[config.mk]
export PLATFORM = sky130hd
export DESIGN_NAME = polyplay_dl_loader
export DESIGN_NICKNAME = d
export VERILOG_FILES = /design/src/rtl/polyplay_dl_loader.sv
export SDC_FILE = /design/constraint.sdc
export NUM_CORES = 1
export LEC_CHECK = 0
export ABC_AREA = 1
export CORE_MARGIN = 5
export CORE_UTILIZATION = 43
export DETAILED_ROUTE_END_ITERATION = 8
export GPL_TIMING_DRIVEN = 0
export PLACE_DENSITY = 0.81
export SLEW_MARGIN = 25
export SYNTH_ARGS = -nofsm -noshare
export SYNTH_HDL_FRONTEND = slang
export SYNTH_SLANG_ARGS = --single-unit
[constraint.sdc]
create_clock -name clk_sys -period 2.05 [get_ports clk_sys]
set_clock_uncertainty 0.1 [all_clocks]
set_input_delay 0.615 -clock clk_sys [delete_from_list [all_inputs] [get_ports clk_sys]]
set_output_delay 0.615 -clock clk_sys [all_outputs]
set_load 0.03 [all_outputs]
[src/rtl/polyplay_dl_loader.sv]
// polyplay_dl_loader: routes HPS ioctl downloads to the PolyPlay core.
// ROM bytes go to the program-ROM write port, and the title byte is captured.
// The core is held in reset during a download and for a settle time after it.
// Byte count, checksum and an out-of-range flag are kept for diagnostics.
module polyplay_dl_loader #(
    parameter int unsigned ROM_AW      = 16,
    parameter int unsigned ROM_INDEX   = 0,
    parameter int unsigned TITLE_INDEX = 1,
    parameter int unsigned HOLD_CYCLES = 16
) (
    input  logic              clk_sys,
    input  logic              reset_n,
    input  logic              ioctl_download,
    input  logic [7:0]        ioctl_index,
    input  logic              ioctl_wr,
    input  logic [24:0]       ioctl_addr,
    input  logic [7:0]        ioctl_dout,
    output logic [ROM_AW-1:0] dn_addr,
    output logic [7:0]        dn_data,
    output logic              dn_wr,
    output logic [7:0]        tno,
    output logic              core_reset,
    output logic              dl_busy,
    output logic              dl_error,
    output logic [16:0]       byte_cnt,
    output logic [7:0]        checksum
);

    localparam int unsigned HoldW = (HOLD_CYCLES > 1) ? $clog2(HOLD_CYCLES) : 1;
    localparam logic [HoldW-1:0] HoldLoad = HoldW'(HOLD_CYCLES - 1);
    localparam logic [7:0] RomIdx = 8'(ROM_INDEX);
    localparam logic [7:0] TitleIdx = 8'(TITLE_INDEX);
    localparam logic [16:0] CntMax = 17'h1FFFF;

    typedef enum logic [1:0] {StIdle, StRomLoad, StTitleLoad, StHold} state_e;

    state_e            state_q, state_d;
    logic [HoldW-1:0]  hold_cnt_q, hold_cnt_d;
    logic [ROM_AW-1:0] dn_addr_q, dn_addr_d;
    logic [7:0]        dn_data_q, dn_data_d;
    logic              dn_wr_q, dn_wr_d;
    logic [7:0]        tno_q, tno_d;
    logic              core_reset_q, core_reset_d;
    logic              dl_busy_q, dl_busy_d;
    logic              dl_error_q, dl_error_d;
    logic [16:0]       byte_cnt_q, byte_cnt_d;
    logic [7:0]        checksum_q, checksum_d;

    logic start_rom, start_title, enter_rom, rom_wr, addr_ok;

    assign start_rom   = ioctl_download && (ioctl_index == RomIdx);
    assign start_title = ioctl_download && (ioctl_index == TitleIdx);
    assign addr_ok     = (ioctl_addr >> ROM_AW) == '0;

    // State and all registered outputs.
    always_ff @(posedge clk_sys or negedge reset_n) begin
        if (!reset_n) begin
            state_q      <= StIdle;
            hold_cnt_q   <= '0;
            dn_addr_q    <= '0;
            dn_data_q    <= '0;
            dn_wr_q      <= 1'b0;
            tno_q        <= '0;
            core_reset_q <= 1'b0;
            dl_busy_q    <= 1'b0;
            dl_error_q   <= 1'b0;
            byte_cnt_q   <= '0;
            checksum_q   <= '0;
        end else begin
            state_q      <= state_d;
            hold_cnt_q   <= hold_cnt_d;
            dn_addr_q    <= dn_addr_d;
            dn_data_q    <= dn_data_d;
            dn_wr_q      <= dn_wr_d;
            tno_q        <= tno_d;
            core_reset_q <= core_reset_d;
            dl_busy_q    <= dl_busy_d;
            dl_error_q   <= dl_error_d;
            byte_cnt_q   <= byte_cnt_d;
            checksum_q   <= checksum_d;
        end
    end

    // Next-state logic, including the post-download hold counter.
    always_comb begin
        state_d    = state_q;
        hold_cnt_d = hold_cnt_q;
        unique case (state_q)
            StIdle: begin
                if (start_rom) begin
                    state_d = StRomLoad;
                end else if (start_title) begin
                    state_d = StTitleLoad;
                end
            end
            StRomLoad, StTitleLoad: begin
                if (!ioctl_download) begin
                    state_d    = StHold;
                    hold_cnt_d = HoldLoad;
                end
            end
            StHold: begin
                // A new download cuts the settle time short.
                if (start_rom) begin
                    state_d    = StRomLoad;
                    hold_cnt_d = '0;
                end else if (start_title) begin
                    state_d    = StTitleLoad;
                    hold_cnt_d = '0;
                end else if (hold_cnt_q == '0) begin
                    state_d = StIdle;
                end else begin
                    hold_cnt_d = hold_cnt_q - 1'b1;
                end
            end
            default: state_d = StIdle;
        endcase
    end

    // Datapath and output next-values; writes only count inside a load state.
    always_comb begin
        enter_rom    = (state_d == StRomLoad) && (state_q != StRomLoad);
        rom_wr       = (state_q == StRomLoad) && ioctl_wr;
        dn_addr_d    = dn_addr_q;
        dn_data_d    = dn_data_q;
        dn_wr_d      = 1'b0;
        tno_d        = tno_q;
        dl_error_d   = dl_error_q;
        byte_cnt_d   = byte_cnt_q;
        checksum_d   = checksum_q;
        core_reset_d = (state_d != StIdle);
        dl_busy_d    = (state_d == StRomLoad) || (state_d == StTitleLoad);

        if (enter_rom) begin
            dl_error_d = 1'b0;
            byte_cnt_d = '0;
            checksum_d = '0;
        end

        if (rom_wr) begin
            if (addr_ok) begin
                dn_addr_d  = ioctl_addr[ROM_AW-1:0];
                dn_data_d  = ioctl_dout;
                dn_wr_d    = 1'b1;
                checksum_d = checksum_q + ioctl_dout;
                if (byte_cnt_q != CntMax) begin
                    byte_cnt_d = byte_cnt_q + 17'd1;
                end
            end else begin
                dl_error_d = 1'b1;
            end
        end

        if ((state_q == StTitleLoad) && ioctl_wr && (ioctl_addr == '0)) begin
            tno_d = ioctl_dout;
        end
    end

    assign dn_addr    = dn_addr_q;
    assign dn_data    = dn_data_q;
    assign dn_wr      = dn_wr_q;
    assign tno        = tno_q;
    assign core_reset = core_reset_q;
    assign dl_busy    = dl_busy_q;
    assign dl_error   = dl_error_q;
    assign byte_cnt   = byte_cnt_q;
    assign checksum   = checksum_q;

endmodule
==> impl_metrics.xml, run 1 <==
<?xml version="1.0" encoding="UTF-8"?>
<metrics>
  <group name="synth">
    <metric name="register_bit_total_from_synthesis" unit="">67</metric>
    <metric name="yosysUniqueCellTypes" unit="">30</metric>
    <metric name="synth.top_cells.by_count" unit="">nand2_1, dfrtp_1, inv_1</metric>
    <metric name="yosys_warnings" unit="">0</metric>
    <metric name="synthesis.instances" unit="">470</metric>
    <metric name="synth-seq-area-share" unit="%">45.77</metric>
    <metric name="post_synth_instance_area" unit="mm2">0.003664</metric>
    <metric name="synth_ff_type" unit="">dfrtp_1</metric>
    <metric name="synthDominantCellAreaShare" unit="%">45.77</metric>
    <metric name="synth_async_sr_flop_share" unit="%">100.0</metric>
    <metric name="synth_largest_area_cell" unit="">dfrtp_1</metric>
    <metric name="number_of_enable_type_register_cells_in_the_synthesized_netlist" unit="">0</metric>
    <metric name="post_synth_main_area_contributors" unit="">dfrtp_1, nand2_1, inv_1</metric>
    <metric name="yosysMostFrequentCell" unit="">nand2_1</metric>
    <metric name="mappedNetlistNets" unit="">533</metric>
    <metric name="syn-mean-instance-area" unit="um2">7.795</metric>
  </group>
  <group name="setup_path">
    <metric name="worstSetupStartpointType" unit="">register</metric>
    <metric name="critical_path_peak_fanout" unit="">6</metric>
    <metric name="worstSetupEndpointType" unit="">register</metric>
    <metric name="most_frequent_cell_on_the_critical_path" unit="">nor2_1</metric>
    <metric name="required_time_at_the_endpoint_of_the_critical_path" unit="ps">2200</metric>
    <metric name="worst-endpoint-arrival" unit="ps">2380</metric>
    <metric name="crit_chain" unit="">ha_2 &gt; inv_2 &gt; nor2_1 &gt; nor2_1 &gt; nor2_1 &gt; nor2_2 &gt; inv_1 &gt; ha_2 &gt; inv_2 &gt; nor2_4 &gt; clkinv_4 &gt; clkbuf_16 &gt; nand2_2 &gt; nand2_1 &gt; nand2_1 &gt; inv_1</metric>
    <metric name="criticalPathCategory" unit="">register to register</metric>
    <metric name="timing.critical_path.slowest_cell_delay" unit="ps">420</metric>
    <metric name="critPathBufInv" unit="">6</metric>
    <metric name="path_delay_family" unit="">simple AND/OR/NAND/NOR gates</metric>
    <metric name="worst_path_max_delay_cell" unit="">dfrtp_1</metric>
  </group>
  <group name="cts">
    <metric name="htree_num_levels" unit="">3</metric>
    <metric name="clock-sinks" unit="">67</metric>
    <metric name="number_of_buffers_added_to_fix_hold_violations_after_cts" unit="">0</metric>
    <metric name="cts_tree" unit="">built</metric>
    <metric name="clock_latency" unit="ps">350</metric>
    <metric name="clock_path_buffers" unit="">2</metric>
    <metric name="root_buffer" unit="">clkbuf_8</metric>
    <metric name="cts_inserted_buffers" unit="">9</metric>
    <metric name="clk_pin_slew" unit="ps">80</metric>
  </group>
  <group name="worst_hold_path">
    <metric name="timing.hold.worst.class" unit="">input port to asynchronous set/reset pin</metric>
  </group>
  <group name="power_and_ir_drop">
    <metric name="internal_power" unit="uW">3140</metric>
    <metric name="power.switching" unit="uW">1656</metric>
    <metric name="power.switching_fraction" unit="%">34.52</metric>
    <metric name="pwr-share-clk" unit="%">29.2</metric>
    <metric name="cellPowerDensity" unit="mW/mm2">833.5</metric>
    <metric name="power.total" unit="uW">4796</metric>
    <metric name="leakagePower" unit="uW">0.003136</metric>
    <metric name="comb_power_share" unit="%">39.2</metric>
    <metric name="ir_worst_vdd" unit="uV">865.2</metric>
    <metric name="share_seq_of_total_power" unit="%">31.6</metric>
  </group>
  <group name="placed_design">
    <metric name="place.detailed.instances" unit="">681</metric>
    <metric name="place_hpwl" unit="um">7814</metric>
    <metric name="gp_routability_congestion" unit="">0.8638</metric>
    <metric name="placement.setup.worst_slack" unit="ps">-826.5</metric>
    <metric name="port_buffers" unit="">105</metric>
  </group>
  <group name="grt">
    <metric name="first_global_vias" unit="">3969</metric>
    <metric name="grt_max_degree" unit="">50</metric>
    <metric name="grt_overflow" unit="">0</metric>
    <metric name="track_usage" unit="%">22.32</metric>
    <metric name="grt_pass1_wl" unit="um">18440</metric>
    <metric name="grt_antenna_before_repair" unit="">0</metric>
  </group>
  <group name="floorplanning">
    <metric name="core" unit="mm2">0.008258</metric>
    <metric name="pin_count" unit="">106</metric>
    <metric name="rows" unit="">33</metric>
    <metric name="die_area" unit="mm2">0.01047</metric>
    <metric name="floorplan.initialDensity" unit="%">44.36</metric>
    <metric name="die-height" unit="um">102.3</metric>
    <metric name="die_w" unit="um">102.3</metric>
  </group>
  <group name="routing">
    <metric name="ant_nets" unit="">0</metric>
    <metric name="drt_drc_violations_left" unit="">0</metric>
    <metric name="first_pass_iters" unit="">5</metric>
    <metric name="routedWlPerCell" unit="um">15.44</metric>
    <metric name="drt_first_iter_violations" unit="">105</metric>
    <metric name="detail_route.wirelength" unit="um">11410</metric>
    <metric name="via_per_inst" unit="">5.177</metric>
    <metric name="vias" unit="">3826</metric>
  </group>
  <group name="cells_and_area">
    <metric name="nNetsFinal" unit="">692</metric>
    <metric name="regArea" unit="mm2">0.001682</metric>
    <metric name="layout.core_utilization" unit="%">69.68</metric>
    <metric name="final_layout_size_suffix_gt1_share" unit="%">25.71</metric>
    <metric name="count_of_non_filler_cells_in_the_finished_layout" unit="">739</metric>
    <metric name="multi_input_gate_area_in_the_final_layout" unit="mm2">0.002023</metric>
    <metric name="fillers" unit="">663</metric>
    <metric name="antenna_cells" unit="">0</metric>
    <metric name="areaGrowthSynthToFinish" unit="%">57.07</metric>
  </group>
  <group name="outcome">
    <metric name="outcome" unit="">finished with violations</metric>
    <metric name="violations" unit="">negative setup slack</metric>
  </group>
  <group name="timing">
    <metric name="finalMaxSlewViolations" unit="">0</metric>
    <metric name="slew_headroom" unit="%">69.79</metric>
    <metric name="grt_setup_unrepaired" unit="">true</metric>
    <metric name="tightestPinTransition" unit="ps">449.8</metric>
    <metric name="max_freq" unit="MHz">448.7</metric>
    <metric name="fin_worst_hold_slack" unit="ps">38.49</metric>
    <metric name="post-route-worst-setup-slack" unit="ps">-178.5</metric>
    <metric name="timing.final.crit_period" unit="ps">2229</metric>
    <metric name="setup_viol" unit="">23</metric>
    <metric name="finalCritPeriodShare" unit="%">108.7</metric>
    <metric name="timing.final.hold_violations" unit="">0</metric>
  </group>
  <group name="job">
    <metric name="max-cap-violations" unit="">0</metric>
  </group>
</metrics>
==> kinds of logic (layout without fill, tap and decap cells) <==
| logic type | Yosys count | after routing | share of synthesized area (%) |
|---|---|---|---|
| simple gates | 254 | 254 | 31.46 |
| buf+inv | 71 | 235 | 7.582 |
| flops | 67 | 67 | 45.77 |
| compound gates | 55 | 55 | 7.650 |
| fa+ha+maj | 18 | 18 | 6.352 |
| xor+xnor | 5 | 5 | 1.196 |
==> placed cells by master (no fill, tap or decap), drive strengths merged, types with 9 or more instances in the layout <==
cell           instances
nand4                 14
nor2                  40
nand3                 40
o21ai                 39
dlygate4sd2           68
nor3                   9
ha                    17
dfrtp                 67
buf                   48
clkbuf                15
a21oi                 14
inv                   61
clkdlybuf4s50         33
nand2                150
==> area by class of cell <==
type | instances | area share, %
well taps | 105 | 2.283
plain buffers | 9 | 1.370
repair buffers | 148 | 23.44
multi-input cells | 332 | 35.16
clock buffers | 10 | 2.392
flip-flops and latches | 67 | 29.22
clock inverters | 6 | 1.957
inverters | 62 | 4.175
==> power groups by stage <==
| stage | registers, uW | logic (uW) | clock network [uW] |
|---|---|---|---|
| floorplan | 1580 | 662 | 0 |
| global placement | 1520 | 1070 | 0 |
| detailed placement | 1530 | 1120 | 0 |
| CTS | 1510 | 1680 | 1400 |
| global route | 1530 | 2070 | 1480 |
| finish | 1520 | 1880 | 1400 |
==> path summary, 6_finish.rpt <==
check	from	to	slack [ps]	cells after the start
setup / recovery	state_q[1]$_DFF_PN0_	byte_cnt[5]$_DFF_PN0_	-180	16
hold / removal	reset_n	dn_addr[4]$_DFFE_PN0P_	40	1
setup reg to reg	state_q[1]$_DFF_PN0_	byte_cnt[5]$_DFF_PN0_	-180	16
hold reg to reg	dn_data[3]$_DFFE_PN0P_	dn_data[3]$_DFFE_PN0P_	380	2
max in group asynchronous	reset_n	byte_cnt[3]$_DFF_PN0_	1270	2
min in group clk_sys	dn_data[3]$_DFFE_PN0P_	dn_data[3]$_DFFE_PN0P_	380	2
==> state kept, by name, summed over array words and instances (netlist names) <==
name        count
byte_cnt       17
dl_busy         1
tno             8
dn_addr        16
checksum        8
core_reset      1
hold_cnt_q      4
dl_error        1
dn_data         8
dn_wr           1
state_q         2
==> metrics by stage <==
step / cell area, um2 / setup TNS, ps
floorplan: 3766 / -575.9
global route: 5754 / -7069
global placement: 4949 / -157320
CTS: 5624 / -1427
detailed placement: 4974 / -26790
finish: 5754 / -2722
==> layer usage <==
layer / GRT usage, % / share of wire, % / up-vias
li1: - / - / 1825
met3: 4.300 / 5.6 / 37
met1: 27.10 / 40 / 1821
met4: 9.788 / 3.1 / 0
met2: 38.53 / 51 / 143
met5: 0 / 0 / -
==> what timing repair did <==
| action | in CTS | in global routing |
|---|---|---|
| buffers inserted | 32 | 11 |
| pin swaps | 35 | 19 |
| setup endpoints to repair | 87 | 31 |
| cloned | 2 | 0 |
| gates resized for setup | 132 | 22 |
Power figures use the tool's default switching activity.
==> run 2, diff against run 1 <==
Settings changed: CORE_UTILIZATION 43 to 40, PLACE_DENSITY 0.81 to 0.77.
==> impl_metrics.xml, run 2 (synthesis gave the netlist of run 1 again) <==
<?xml version="1.0" encoding="UTF-8"?>
<metrics>
  <group name="placed_design">
    <metric name="port_buffers" unit="">105</metric>
    <metric name="placed_cell_area" unit="mm2">0.004981</metric>
    <metric name="place_hpwl" unit="um">7600</metric>
    <metric name="gp_routability_congestion" unit="">0.9144</metric>
  </group>
  <group name="setup_path">
    <metric name="worstSetupStartpointType" unit="">input port</metric>
    <metric name="worstReg2RegStart" unit="">state_q[0]$_DFF_PN0_</metric>
    <metric name="worstSetupEndpointType" unit="">register</metric>
    <metric name="critical_path_peak_fanout" unit="">6</metric>
    <metric name="worst-r2r-setup-slack" unit="ps">-190</metric>
    <metric name="timing.critical_path.from" unit="">ioctl_index[5]</metric>
    <metric name="criticalPathCategory" unit="">input port to register</metric>
    <metric name="timing.reg2reg.worst_path_depth" unit="">17</metric>
    <metric name="worst-endpoint-arrival" unit="ps">2390</metric>
    <metric name="required_time_at_the_endpoint_of_the_critical_path" unit="ps">2200</metric>
    <metric name="critical_path.reg2reg.endpoint" unit="">byte_cnt[5]$_DFF_PN0_</metric>
    <metric name="worst_setup_path_endpoint" unit="">byte_cnt[5]$_DFF_PN0_</metric>
  </group>
  <group name="timing">
    <metric name="slew_headroom" unit="%">70.46</metric>
    <metric name="grt_setup_unrepaired" unit="">true</metric>
    <metric name="timing.final.hold_violations" unit="">0</metric>
    <metric name="post-route-worst-setup-slack" unit="ps">-196.9</metric>
    <metric name="timing.final.crit_period" unit="ps">2247</metric>
    <metric name="max_freq" unit="MHz">445.1</metric>
    <metric name="setup_viol" unit="">26</metric>
    <metric name="finalCritPeriodShare" unit="%">109.6</metric>
    <metric name="finalMaxSlewViolations" unit="">0</metric>
    <metric name="tightestPinTransition" unit="ps">439.7</metric>
  </group>
  <group name="floorplanning">
    <metric name="rows" unit="">35</metric>
    <metric name="pin_count" unit="">106</metric>
    <metric name="core" unit="mm2">0.009065</metric>
    <metric name="die_area" unit="mm2">0.01117</metric>
    <metric name="die_w" unit="um">105.7</metric>
    <metric name="floorplan.initialDensity" unit="%">40.41</metric>
    <metric name="die-height" unit="um">105.7</metric>
  </group>
  <group name="grt">
    <metric name="grt_max_degree" unit="">51</metric>
    <metric name="grt_util_met1" unit="%">24.25</metric>
    <metric name="grt-busiest-layer" unit="">met2</metric>
    <metric name="first_global_vias" unit="">3714</metric>
    <metric name="gr-usage-met2" unit="%">33.79</metric>
    <metric name="grt_pass1_wl" unit="um">17720</metric>
    <metric name="track_usage" unit="%">19.54</metric>
    <metric name="grt.met3_usage" unit="%">4.960</metric>
    <metric name="grt_antenna_before_repair" unit="">0</metric>
    <metric name="grt_overflow" unit="">0</metric>
  </group>
  <group name="outcome">
    <metric name="violations" unit="">negative setup slack</metric>
    <metric name="outcome" unit="">finished with violations</metric>
  </group>
  <group name="cells_and_area">
    <metric name="areaGrowthSynthToFinish" unit="%">56.69</metric>
    <metric name="post-route-cell-area" unit="mm2">0.005741</metric>
    <metric name="antenna_cells" unit="">0</metric>
    <metric name="fillers" unit="">765</metric>
    <metric name="layout_common_cells" unit="">nand2_1, dlygate4sd2_1, dfrtp_1, inv_1</metric>
    <metric name="final_layout_size_suffix_gt1_share" unit="%">26.19</metric>
    <metric name="nNetsFinal" unit="">688</metric>
    <metric name="largest_register_ffs" unit="">17</metric>
    <metric name="layout.cells.most_common" unit="">nand2_1</metric>
  </group>
  <group name="power_and_ir_drop">
    <metric name="ir_worst_vdd" unit="uV">613.3</metric>
    <metric name="leakagePower" unit="uW">0.003096</metric>
    <metric name="cellPowerDensity" unit="mW/mm2">816.3</metric>
    <metric name="power.total" unit="uW">4686</metric>
  </group>
  <group name="cts">
    <metric name="root_buffer" unit="">clkbuf_8</metric>
    <metric name="cts_inserted_buffers" unit="">9</metric>
    <metric name="clock-sinks" unit="">67</metric>
    <metric name="clock_latency" unit="ps">350</metric>
    <metric name="number_of_buffers_added_to_fix_hold_violations_after_cts" unit="">0</metric>
    <metric name="cts_tree" unit="">built</metric>
    <metric name="clk_pin_slew" unit="ps">80</metric>
    <metric name="htree_num_levels" unit="">3</metric>
    <metric name="clock_path_buffers" unit="">2</metric>
  </group>
  <group name="routing">
    <metric name="routedWlPerCell" unit="um">15.03</metric>
    <metric name="drt_drc_violations_left" unit="">0</metric>
    <metric name="drt_first_iter_violations" unit="">202</metric>
    <metric name="detail_route.wirelength" unit="um">11140</metric>
    <metric name="first_pass_iters" unit="">5</metric>
    <metric name="vias" unit="">3812</metric>
    <metric name="ant_nets" unit="">0</metric>
    <metric name="via_per_inst" unit="">5.144</metric>
  </group>
  <group name="worst_hold_path">
    <metric name="timing.hold.worst.class" unit="">input port to asynchronous set/reset pin</metric>
  </group>
  <group name="job">
    <metric name="max-cap-violations" unit="">0</metric>
  </group>
</metrics>
==> run 2: cell types whose count changed in the layout (fill, tap and decap cells not counted), sizes merged <==
cell and change:
bufinv -1, dlygate4sd2 -1, clkbuf -1, clkinvlp +2
clkinv -1, inv +1, buf -3
==> run 2: how the worst min path moves through the flow <==
stage / startpoint / to / slack (ps) / depth (start not counted)
finish: reset_n / dn_addr[3]$_DFFE_PN0P_ / 40 / 1
global route: reset_n / dn_addr[3]$_DFFE_PN0P_ / 30 / 1
CTS: reset_n / dn_addr[3]$_DFFE_PN0P_ / 30 / 1
detailed placement: dn_data[4]$_DFFE_PN0P_ / dn_data[4]$_DFFE_PN0P_ / 370 / 2
global placement: dn_addr[2]$_DFFE_PN0P_ / dn_addr[2]$_DFFE_PN0P_ / 360 / 2
floorplan: reset_n / byte_cnt[0]$_DFF_PN0_ / 220 / 0
==> run 2: final cells by class <==
type                            count  area (um2)  area share [%]
Buffer                              9       95.09           1.656
Clock buffer                        9       123.9           2.158
Clock inverter                      7       101.3           1.765
Inverter                           62       242.7           4.228
Multi-Input combinational cell    332        2038           35.51
Sequential cell                    67        1684           29.34
Tap cell                          111       138.9           2.419
Timing Repair Buffer              144        1316           22.93
==> run 2: where the power goes <==
part | switching, uW | leakage, uW | internal (uW)
Sequential | 96.8 | 0.000911 | 1430
Combinational | 995 | 0.00208 | 904
Clock | 566 | 0.000106 | 693
==> run 2: metrics by stage <==
step	utilization (%)	cells	hold WS (ps)	TNS, ps	setup WS (ps)
6_report	63.33	741	35.43	-2177	-196.9
5_1_grt	63.33	741	26.72	-5457	-322.4
3_3_place_gp	54.67	686	361.7	-155440	-2203
3_5_place_dp	54.95	687	366.9	-26070	-830.3
2_1_floorplan	-	470	219.4	-575.9	-117.2
4_1_cts	61.31	735	30.95	-655.8	-85.75
==> run 2: layer usage <==
layer  wire length [um]  part of all wire (%)
met4                272                   2.4
met2               5469                    49
met5                  0                     0
met3                721                   6.5
met1               4672                    42
==> run 2: what timing repair did <==
action,CTS,global route
hold endpoints to repair,0,0
gates resized for setup,138,32
setup endpoints to repair,87,27
buffers inserted,30,9
cloned,2,0
pin swaps,35,20
==> run 2: critical path, cell delays in order <==
cell and delay, ps:
dlygate4sd2_1 250, nor2_4 140, nand3_2 90, nor2_2 100
o21ai_1 80, nand2_1 80, nor2_2 50, inv_1 90
ha_2 190, inv_2 40, nor2_4 140, clkinv_4 130
clkbuf_16 180, nand2_2 50, nand2_1 50, nand2_1 70
inv_1 40
==> run 3, diff against run 2 <==
Settings changed: CAP_MARGIN set to 25, CTS_CLUSTER_DIAMETER set to 50, SKIP_LAST_GASP set to 1.
==> impl_metrics.xml, run 3 (synthesis gave the netlist of run 1 again) <==
<?xml version="1.0" encoding="UTF-8"?>
<metrics>
  <group name="setup_path">
    <metric name="timing.critical_path.slowest_cell_delay" unit="ps">250</metric>
    <metric name="criticalPathCategory" unit="">input port to register</metric>
    <metric name="path_delay_family" unit="">simple AND/OR/NAND/NOR gates</metric>
    <metric name="worstSetupEndpointType" unit="">register</metric>
    <metric name="most_frequent_cell_on_the_critical_path" unit="">nand2_1</metric>
    <metric name="worst_path_max_delay_cell" unit="">dlygate4sd2_1</metric>
    <metric name="critical_path_peak_fanout" unit="">6</metric>
    <metric name="worst-endpoint-arrival" unit="ps">2380</metric>
    <metric name="crit_chain" unit="">dlygate4sd2_1 &gt; nor2_4 &gt; nand3_2 &gt; nor2_2 &gt; a21oi_1 &gt; nand3_1 &gt; nand2_1 &gt; inv_2 &gt; ha_2 &gt; inv_2 &gt; nor2_4 &gt; clkinv_4 &gt; clkbuf_16 &gt; nand2_2 &gt; nand2_1 &gt; nand2_1 &gt; inv_1</metric>
    <metric name="critPathBufInv" unit="">6</metric>
    <metric name="worstSetupStartpointType" unit="">input port</metric>
    <metric name="required_time_at_the_endpoint_of_the_critical_path" unit="ps">2210</metric>
  </group>
  <group name="routing">
    <metric name="ant_nets" unit="">0</metric>
    <metric name="vias" unit="">3806</metric>
    <metric name="detail_route.wirelength" unit="um">11140</metric>
    <metric name="drt_drc_violations_left" unit="">0</metric>
    <metric name="drt_first_iter_violations" unit="">270</metric>
    <metric name="routedWlPerCell" unit="um">15.01</metric>
    <metric name="first_pass_iters" unit="">4</metric>
    <metric name="via_per_inst" unit="">5.129</metric>
  </group>
  <group name="power_and_ir_drop">
    <metric name="cellPowerDensity" unit="mW/mm2">823.1</metric>
    <metric name="comb_power_share" unit="%">40.8</metric>
    <metric name="power.total" unit="uW">4713</metric>
    <metric name="power.switching" unit="uW">1662</metric>
    <metric name="internal_power" unit="uW">3051</metric>
    <metric name="share_seq_of_total_power" unit="%">32.4</metric>
    <metric name="leakagePower" unit="uW">0.003113</metric>
    <metric name="pwr-share-clk" unit="%">26.8</metric>
    <metric name="ir_worst_vdd" unit="uV">626.8</metric>
    <metric name="power.switching_fraction" unit="%">35.26</metric>
  </group>
  <group name="timing">
    <metric name="tightestPinTransition" unit="ps">439.1</metric>
    <metric name="finalMaxSlewViolations" unit="">0</metric>
    <metric name="grt_setup_unrepaired" unit="">true</metric>
    <metric name="timing.final.crit_period" unit="ps">2226</metric>
    <metric name="max_freq" unit="MHz">449.2</metric>
    <metric name="slew_headroom" unit="%">70.50</metric>
    <metric name="timing.final.hold_violations" unit="">0</metric>
    <metric name="post-route-worst-setup-slack" unit="ps">-176.1</metric>
    <metric name="finalCritPeriodShare" unit="%">108.6</metric>
    <metric name="setup_viol" unit="">26</metric>
  </group>
  <group name="cts">
    <metric name="clk_pin_slew" unit="ps">80</metric>
    <metric name="clock_latency" unit="ps">360</metric>
    <metric name="cts_tree" unit="">built</metric>
    <metric name="cts_inserted_buffers" unit="">9</metric>
    <metric name="clock-sinks" unit="">67</metric>
    <metric name="number_of_buffers_added_to_fix_hold_violations_after_cts" unit="">0</metric>
    <metric name="clock_path_buffers" unit="">2</metric>
    <metric name="htree_num_levels" unit="">3</metric>
    <metric name="root_buffer" unit="">clkbuf_8</metric>
  </group>
  <group name="floorplanning">
    <metric name="pin_count" unit="">106</metric>
    <metric name="core" unit="mm2">0.009065</metric>
    <metric name="die-height" unit="um">105.7</metric>
    <metric name="die_area" unit="mm2">0.01117</metric>
    <metric name="die_w" unit="um">105.7</metric>
    <metric name="rows" unit="">35</metric>
    <metric name="floorplan.initialDensity" unit="%">40.41</metric>
  </group>
  <group name="grt">
    <metric name="first_global_vias" unit="">3720</metric>
    <metric name="grt_pass1_wl" unit="um">17700</metric>
    <metric name="grt_antenna_before_repair" unit="">0</metric>
    <metric name="grt_overflow" unit="">0</metric>
    <metric name="track_usage" unit="%">19.51</metric>
    <metric name="grt_max_degree" unit="">51</metric>
  </group>
  <group name="cells_and_area">
    <metric name="layout.cells.most_common" unit="">nand2_1</metric>
    <metric name="final_layout_size_suffix_gt1_share" unit="%">25.83</metric>
    <metric name="areaGrowthSynthToFinish" unit="%">56.28</metric>
    <metric name="nNetsFinal" unit="">689</metric>
    <metric name="largest_register_ffs" unit="">17</metric>
    <metric name="antenna_cells" unit="">0</metric>
    <metric name="layout_common_cells" unit="">nand2_1, dlygate4sd2_1, dfrtp_1, inv_1, buf_4</metric>
  </group>
  <group name="placed_design">
    <metric name="place_hpwl" unit="um">7600</metric>
    <metric name="gp_routability_congestion" unit="">0.9144</metric>
    <metric name="placement.setup.worst_slack" unit="ps">-830.3</metric>
    <metric name="port_buffers" unit="">105</metric>
  </group>
  <group name="outcome">
    <metric name="violations" unit="">negative setup slack</metric>
    <metric name="outcome" unit="">finished with violations</metric>
  </group>
  <group name="worst_hold_path">
    <metric name="timing.hold.worst.class" unit="">input port to asynchronous set/reset pin</metric>
  </group>
  <group name="job">
    <metric name="max-cap-violations" unit="">0</metric>
  </group>
</metrics>
## run 3: routing by layer
| metal | up-vias | GRT usage [%] | part of all wire (%) |
|---|---|---|---|
| li1 | 1827 | - | - |
| met1 | 1807 | 24.18 | 42 |
| met2 | 149 | 33.79 | 50 |
| met3 | 23 | 4.960 | 6.4 |
| met4 | 0 | 5.180 | 2.0 |
| met5 | - | 0 | 0 |
## run 3: final cells by class
type / count / area (um2)
Timing Repair Buffer: 145 / 1329
Inverter: 62 / 240.2
Tap cell: 111 / 138.9
Clock inverter: 7 / 101.3
Buffer: 9 / 87.58
Clock buffer: 9 / 123.9
Sequential cell: 67 / 1684
Multi-Input combinational cell: 332 / 2021
Fill cell: 767 / 3339
## run 3: worst paths after layout
| check | start | endpoint | slack (ps) | depth (start not counted) |
|---|---|---|---|---|
| max | ioctl_index[5] | byte_cnt[5]$_DFF_PN0_ | -180 | 17 |
| min | reset_n | dn_addr[3]$_DFFE_PN0P_ | 30 | 1 |
| max reg2reg | state_q[0]$_DFF_PN0_ | byte_cnt[5]$_DFF_PN0_ | -170 | 17 |
| min reg2reg | tno[5]$_DFFE_PN0P_ | tno[5]$_DFFE_PN0P_ | 380 | 2 |
| max in group asynchronous | reset_n | state_q[1]$_DFF_PN0_ | 1270 | 2 |
| min in group clk_sys | tno[5]$_DFFE_PN0P_ | tno[5]$_DFFE_PN0P_ | 380 | 2 |
## run 3: per-stage QoR
step / TNS, ps / cells / util [%] / hold WS [ps] / instance area [um2]
global route: -5836 / 742 / 63.16 / 26.72 / 5725
floorplan: -575.9 / 470 / - / 219.4 / 3766
global placement: -155440 / 686 / 54.67 / 361.7 / 4956
finish: -2006 / 742 / 63.16 / 28.80 / 5725
detailed placement: -26070 / 687 / 54.95 / 366.9 / 4981
CTS: -688.5 / 735 / 61.31 / 30.95 / 5558
## run 3: timing repair
action                                  CTS  global route
endpoints found under the setup margin   87            27
gates cloned                              2             0
pin swaps                                34            21
setup buffers                            30            10
hold endpoints to repair                  0             0
gates resized for setup                 134            28
## run 3: worst register-to-register path: stages (launching register included)
cell       delay, ps
dfrtp_2          430
inv_2             70
ha_4             280
inv_4             40
nor2_4            70
o21ai_1           60
nand2_1           70
nor2_2            50
inv_1             80
ha_2             180
inv_2             40
nor2_4           140
clkinv_4         130
clkbuf_16        180
nand2_2           60
nand2_1           60
nand2_1           70
inv_1             30
## run 3: power groups by stage
stage / clock [uW] / sequential (uW) / combinational (uW)
after floorplan: 0 / 1580 / 662
after global routing: 1340 / 1540 / 2080
after detailed placement: 0 / 1530 / 1120
final: 1260 / 1530 / 1920
after CTS: 1280 / 1510 / 1660
after global placement: 0 / 1520 / 1060
